### config.mk
export PLATFORM = sky130hd
export DESIGN_NAME = mem_arbiter
export DESIGN_NICKNAME = d
export VERILOG_FILES = /design/src/rtl/mem_arbiter_pkg.sv /design/src/rtl/mem_arbiter_arb_pick.sv /design/src/rtl/mem_arbiter.sv
export SDC_FILE = /design/constraint.sdc
export NUM_CORES = 1
export LEC_CHECK = 0
export CORE_AREA = 2 2 339 341
export CTS_CLUSTER_DIAMETER = 150
export DETAILED_ROUTE_END_ITERATION = 16
export DIE_AREA = 0 0 341 343
export PLACE_DENSITY = 0.3
export RECOVER_POWER = 100
export SLEW_MARGIN = 20
export SYNTH_ARGS = -nofsm -noshare
export SYNTH_HDL_FRONTEND = slang
export SYNTH_HIERARCHICAL = 1
export SYNTH_SLANG_ARGS = --single-unit
### constraint.sdc
create_clock -name clk -period 9.6 [get_ports clk]
set_input_delay 1.92 -clock clk [delete_from_list [all_inputs] [get_ports clk]]
set_output_delay 1.92 -clock clk [all_outputs]
set_load 0.01 [all_outputs]
### src/rtl/mem_arbiter_pkg.sv
// Shared types for the two-port cache-line memory arbiter: FSM states, default
// widths and the port-select encoding used by the winner picker.
package mem_arbiter_pkg;

   localparam int ADDR_W_DEF = 28;
   localparam int LINE_W_DEF = 128;

   typedef enum logic [1:0] {
      IDLE    = 2'd0,
      GRANT_I = 2'd1,
      GRANT_D = 2'd2
   } arb_state_e;

   localparam logic PORT_I = 1'b0;
   localparam logic PORT_D = 1'b1;

endpackage

### src/rtl/mem_arbiter_arb_pick.sv
// Combinational winner selection between the I and D request lines.
// ARB_ROUND_ROBIN_EN: ties go to the port that lost last time; otherwise D wins.
module arb_pick
   import mem_arbiter_pkg::*;
(
   input  logic req_i,
   input  logic req_d,
`ifdef ARB_ROUND_ROBIN_EN
   input  logic last,
`endif
   output logic pick
);

   always_comb begin
      pick = PORT_D;
      if (req_i && !req_d) begin
         pick = PORT_I;
      end else if (req_i && req_d) begin
`ifdef ARB_ROUND_ROBIN_EN
         pick = ~last;
`else
         pick = PORT_D;
`endif
      end
   end

endmodule

### src/rtl/mem_arbiter.sv
// Arbitrates I-cache and D-cache line requests onto one slow memory port.
// Build option ARB_ROUND_ROBIN_EN selects round-robin tie breaking (default: D wins).
module mem_arbiter
   import mem_arbiter_pkg::*;
#(
   parameter int ADDR_W = ADDR_W_DEF,
   parameter int LINE_W = LINE_W_DEF
) (
   input  logic              clk,
   input  logic              rst,
   input  logic              i_read,
   input  logic              i_write,
   input  logic [ADDR_W-1:0] i_addr,
   input  logic [LINE_W-1:0] i_wdata,
   output logic [LINE_W-1:0] i_rdata,
   output logic              i_ready,
   input  logic              d_read,
   input  logic              d_write,
   input  logic [ADDR_W-1:0] d_addr,
   input  logic [LINE_W-1:0] d_wdata,
   output logic [LINE_W-1:0] d_rdata,
   output logic              d_ready,
   output logic              mem_read,
   output logic              mem_write,
   output logic [ADDR_W-1:0] mem_addr,
   output logic [LINE_W-1:0] mem_wdata,
   input  logic [LINE_W-1:0] mem_rdata,
   input  logic              mem_ready,
   output arb_state_e        state
);

   // Handshake: a cache holds read/write as a level until its ready pulses for
   // one cycle; memory sees mem_read/mem_write held until its one-cycle
   // mem_ready, which is forwarded combinationally to the granted cache only.

   arb_state_e        state_q, state_d;
   logic              pend_i, pend_d, grant, pick;
   logic              sel_read, sel_write;
   logic [ADDR_W-1:0] sel_addr;
   logic [LINE_W-1:0] sel_wdata;

   assign pend_i = i_read | i_write;
   assign pend_d = d_read | d_write;
   assign grant  = (state_q == IDLE) && (pend_i || pend_d);

`ifdef ARB_ROUND_ROBIN_EN
   logic last_win;

   always_ff @(posedge clk or posedge rst) begin
      if (rst)        last_win <= PORT_I;
      else if (grant) last_win <= pick;
   end

   arb_pick u_pick (.req_i(pend_i), .req_d(pend_d), .last(last_win), .pick(pick));
`else
   arb_pick u_pick (.req_i(pend_i), .req_d(pend_d), .pick(pick));
`endif

   always_comb begin
      sel_read  = i_read;
      sel_write = i_write;
      sel_addr  = i_addr;
      sel_wdata = i_wdata;
      if (pick == PORT_D) begin
         sel_read  = d_read;
         sel_write = d_write;
         sel_addr  = d_addr;
         sel_wdata = d_wdata;
      end
   end

   always_comb begin
      state_d = state_q;
      unique case (state_q)
         IDLE:             if (grant) state_d = (pick == PORT_D) ? GRANT_D : GRANT_I;
         GRANT_I, GRANT_D: if (mem_ready) state_d = IDLE;
         default:          state_d = IDLE;
      endcase
   end

   always_ff @(posedge clk or posedge rst) begin
      if (rst) state_q <= IDLE;
      else     state_q <= state_d;
   end

   // A combined read+write is forwarded as a write only.
   always_ff @(posedge clk or posedge rst) begin
      if (rst) begin
         mem_read  <= 1'b0;
         mem_write <= 1'b0;
         mem_addr  <= '0;
         mem_wdata <= '0;
      end else if (grant) begin
         mem_read  <= sel_read & ~sel_write;
         mem_write <= sel_write;
         mem_addr  <= sel_addr;
         mem_wdata <= sel_wdata;
      end else if ((state_q != IDLE) && mem_ready) begin
         mem_read  <= 1'b0;
         mem_write <= 1'b0;
      end
   end

   assign i_ready = (state_q == GRANT_I) && mem_ready;
   assign d_ready = (state_q == GRANT_D) && mem_ready;
   assign i_rdata = i_ready ? mem_rdata : '0;
   assign d_rdata = d_ready ? mem_rdata : '0;
   assign state   = state_q;

endmodule

==> flow_metrics.py <==
metrics = {
    "yosys": {
        "yosysWarnings": 6,
        "synth_seq_cells": 160,
        "yosysUniqueCellTypes": 25,
        "syn-cell-area_sq_um": 9280,
        "syn_inst": 1026,
        "syn_avg_cell_area_sq_um": 9.04,
        "yosysSeqAreaShare_pct": 43.1,
        "syn-num-nets": 1476,
    },
    "timing": {
        "setup-tns-final_ns": 0,
        "setup_viol": 0,
        "slew_violations": 523,
        "relSlewSlack_pct": -165,
        "hold_viol_final": 0,
        "finClkSkew_ns": 0.00871,
        "fin_crit_sh_pct": 77.3,
        "min_period_ns": 7.42,
        "rsz0062_at_grt": "no",
        "worst-slew-pin-transition_ns": 3.97,
        "fmax_ghz": 0.135,
    },
    "status": {
        "status": "finished with violations",
        "failed_checks": "max-capacitance violations, max-slew violations",
    },
    "routing": {
        "vias": 10900,
        "final_antenna_net_count": 0,
        "wirelength_um": 73900,
        "dr.pass1.iters": 4,
        "wl_per_cell_um": 22.1,
        "initialDrtViolationCount": 386,
        "viasPerCell": 3.25,
        "route.detailed.drc": 0,
    },
    "worst_setup_path": {
        "path_cells": "inv_1 -> ha_4 -> clkbuf_1 -> and3_1 -> dlygate4sd3_1",
        "worstSetupPathType": "reg -> out",
        "critPathCaptureType": "output pin",
        "path_delay_family": "buffers and inverters",
        "reg2reg_from": "state[0]",
        "slowest_delay_ns": 2.71,
        "cp_slowest_cell": "clkbuf_1",
        "crit_path_start": "state[1]",
        "rrSetupSlack_ns": 6.00,
        "critical_path_buf_inv_count": 3,
        "worst_ep_arrival_time_ns": 5.50,
        "crit_path_start_kind": "flop",
        "crit_fanout": 100,
        "required_ns": 7.68,
    },
    "global_routing": {
        "met3_usage_pct": 4.28,
        "grt_pass1_vias": 11300,
        "antenna_found_initial": 34,
        "grt_max_degree": 177,
        "grt_util_met2_pct": 22.9,
        "grt_pass1_wl_um": 97900,
        "busiest_layer": "met2",
        "grt.overflow.total": 0,
        "use_met1_pct": 12.9,
        "grt_usage_pct": 12.2,
    },
    "cts": {
        "cts_max_path_buffers": 2,
        "cts_resized": 0,
        "ctsHoldBuffers": 0,
        "cts_tree": "done",
        "numCtsBuffers": 17,
        "path_clk_slew_ns": 0.07,
        "clk-insertion-delay-late_ns": 0.47,
        "cts_max_level": 4,
        "clock-root-buffer": "clkbuf_16",
        "cts_sinks": 160,
        "cts_setup_buffers": 0,
    },
    "floorplan": {
        "die_y_um": 343,
        "num_io_pins": 865,
        "coreArea_sq_um": 113000,
        "initial_core_util_pct": 8.18,
        "die_x_um": 341,
        "num_rows": 124,
        "dieArea_sq_um": 117000,
    },
    "place": {
        "io_buffers": 864,
        "post-dp-hpwl_um": 62400,
        "place_congestion": 0.871,
        "placed_area_sq_um": 19400,
    },
    "layout": {
        "fin_area_sq_um": 20000,
        "syn_to_final_growth_pct": 115,
        "fillers": 12600,
        "nets": 2261,
        "layout-drive-gt1-share_pct": 2.25,
        "final_util_pct": 17.6,
    },
    "run": {
        "cap_violations": 8,
    },
    "power_and_ir_drop": {
        "ir_worst_vdd_mv": 0.154,
        "powerDensity_nw_per_um2": 202,
        "p_leak_nw": 9.87,
    },
    "hold_path": {
        "min_path_type": "reg -> reg",
        "worstHoldStart": "mem_wdata[85]",
    },
}
[path summary, 6_finish.rpt]
| path | endpoint | cells after the start |
|---|---|---|
| hold reg to reg | mem_wdata[85] | 2 |
| hold / removal | mem_wdata[85] | 2 |
| max in group asynchronous | mem_addr[21] | 3 |
| setup / recovery | i_rdata[18] | 5 |
| setup reg to reg | mem_addr[20] | 6 |
| min in group asynchronous | mem_addr[22] | 2 |
[worst min-delay path: stages, from the launching register on]
cell	delay (ns)
dfrtp_1	0.34
nand2_1	0.04
o21ai_0	0.06
[placed cells by master (no fill, tap or decap), types with 2 or more instances in the layout]
cell	count
clkdlybuf4s50_1	448
dlygate4sd3_1	415
and3_1	256
nand2_1	161
dfrtp_1	160
mux2i_1	156
o21ai_0	154
clkbuf_16	17
diode_2	9
clkbuf_1	8
o21ai_1	4
inv_1	3
nor2b_1	3
nand3_1	3
clkinv_2	3
clkinv_4	3
buf_4	3
and2_1	2
or2_2	2
a221oi_1	2
ha_4	2
bufinv_16	2
clkinvlp_4	2
inv_6	2
[registers in the layout, summed over array words and instances, names as in the netlist]
| signal | count |
|---|---|
| mem_read | 1 |
| mem_addr | 28 |
| mem_write | 1 |
| mem_wdata | 128 |
| state | 2 |
[final cells by class]
| class | count | area, sq um | share of cell area (%) |
|---|---|---|---|
| repair buffers | 875 | 8720 | 43.6 |
| flip-flops and latches | 160 | 4000 | 20.0 |
| clock inverters | 12 | 134 | 0.670 |
| inverters | 4 | 16.3 | 0.0814 |
| multi-input cells | 753 | 4750 | 23.8 |
| diodes | 9 | 22.5 | 0.113 |
| well taps | 1512 | 1890 | 9.47 |
| clock buffers | 20 | 447 | 2.24 |
[cell usage after synthesis]
| cell type | count | area [sq um] |
|---|---|---|
| nor2_1 | 1 | 3.75 |
| nor2b_1 | 3 | 18.8 |
| o21ai_0 | 80 | 400 |
| buf_2 | 19 | 95.1 |
| nand3_1 | 3 | 15.0 |
| o41ai_4 | 1 | 27.5 |
| and3_1 | 256 | 1600 |
| dfrtp_1 | 160 | 4000 |
| clkbuf_2 | 4 | 20.0 |
| a221oi_1 | 2 | 17.5 |
| ha_1 | 3 | 37.5 |
| buf_4 | 2 | 15.0 |
| or2_2 | 2 | 12.5 |
| clkbuf_1 | 74 | 278 |
| o311ai_0 | 1 | 8.76 |
| nand2b_1 | 1 | 6.26 |
| nor4_1 | 1 | 6.26 |
| buf_6 | 10 | 113 |
| inv_1 | 4 | 15.0 |
| nor3b_1 | 1 | 7.51 |
| mux2i_1 | 156 | 1560 |
| or4_1 | 1 | 7.51 |
| o21ai_1 | 78 | 390 |
| and2_1 | 2 | 12.5 |
| nand2_1 | 161 | 604 |
[power breakdown]
part	total, mW	internal, mW	switching, mW
clock	0.712	0.391	0.322
combinational	2.14	0.991	1.15
sequential	1.18	1.01	0.169
[per-layer routing]
metal  routed length, um  share of wire [%]
met3                6150                8.3
met5                  85               0.12
met4                1260                1.7
met2               39200                 53
met1               27200                 37
[cell families (layout without fill, tap and decap cells)]
family | count (synthesis) | in the layout | share of synthesized area (%)
adders and majority gates | 3 | 3 | 0.405
AOI/OAI and AO/OA | 162 | 162 | 9.10
other | 0 | 9 | 0
buffers and inverters | 113 | 911 | 5.77
muxes | 156 | 156 | 16.8
DFF | 160 | 160 | 43.1
and+or+nand+nor | 432 | 432 | 24.7
[metrics by stage]
stage          cells  setup WS (ns)  hold WS, ns  power [mW]
2_1_floorplan   1026           3.36        0.510        2.14
3_3_place_gp    3304           3.68        0.464        3.62
3_5_place_dp    3304           3.60        0.471        3.62
4_1_cts         3336           3.62        0.487        4.38
5_1_grt         3337           1.74        0.503        4.38
6_report        3345           2.18        0.472        4.04
(Power assumes the default switching activity.)
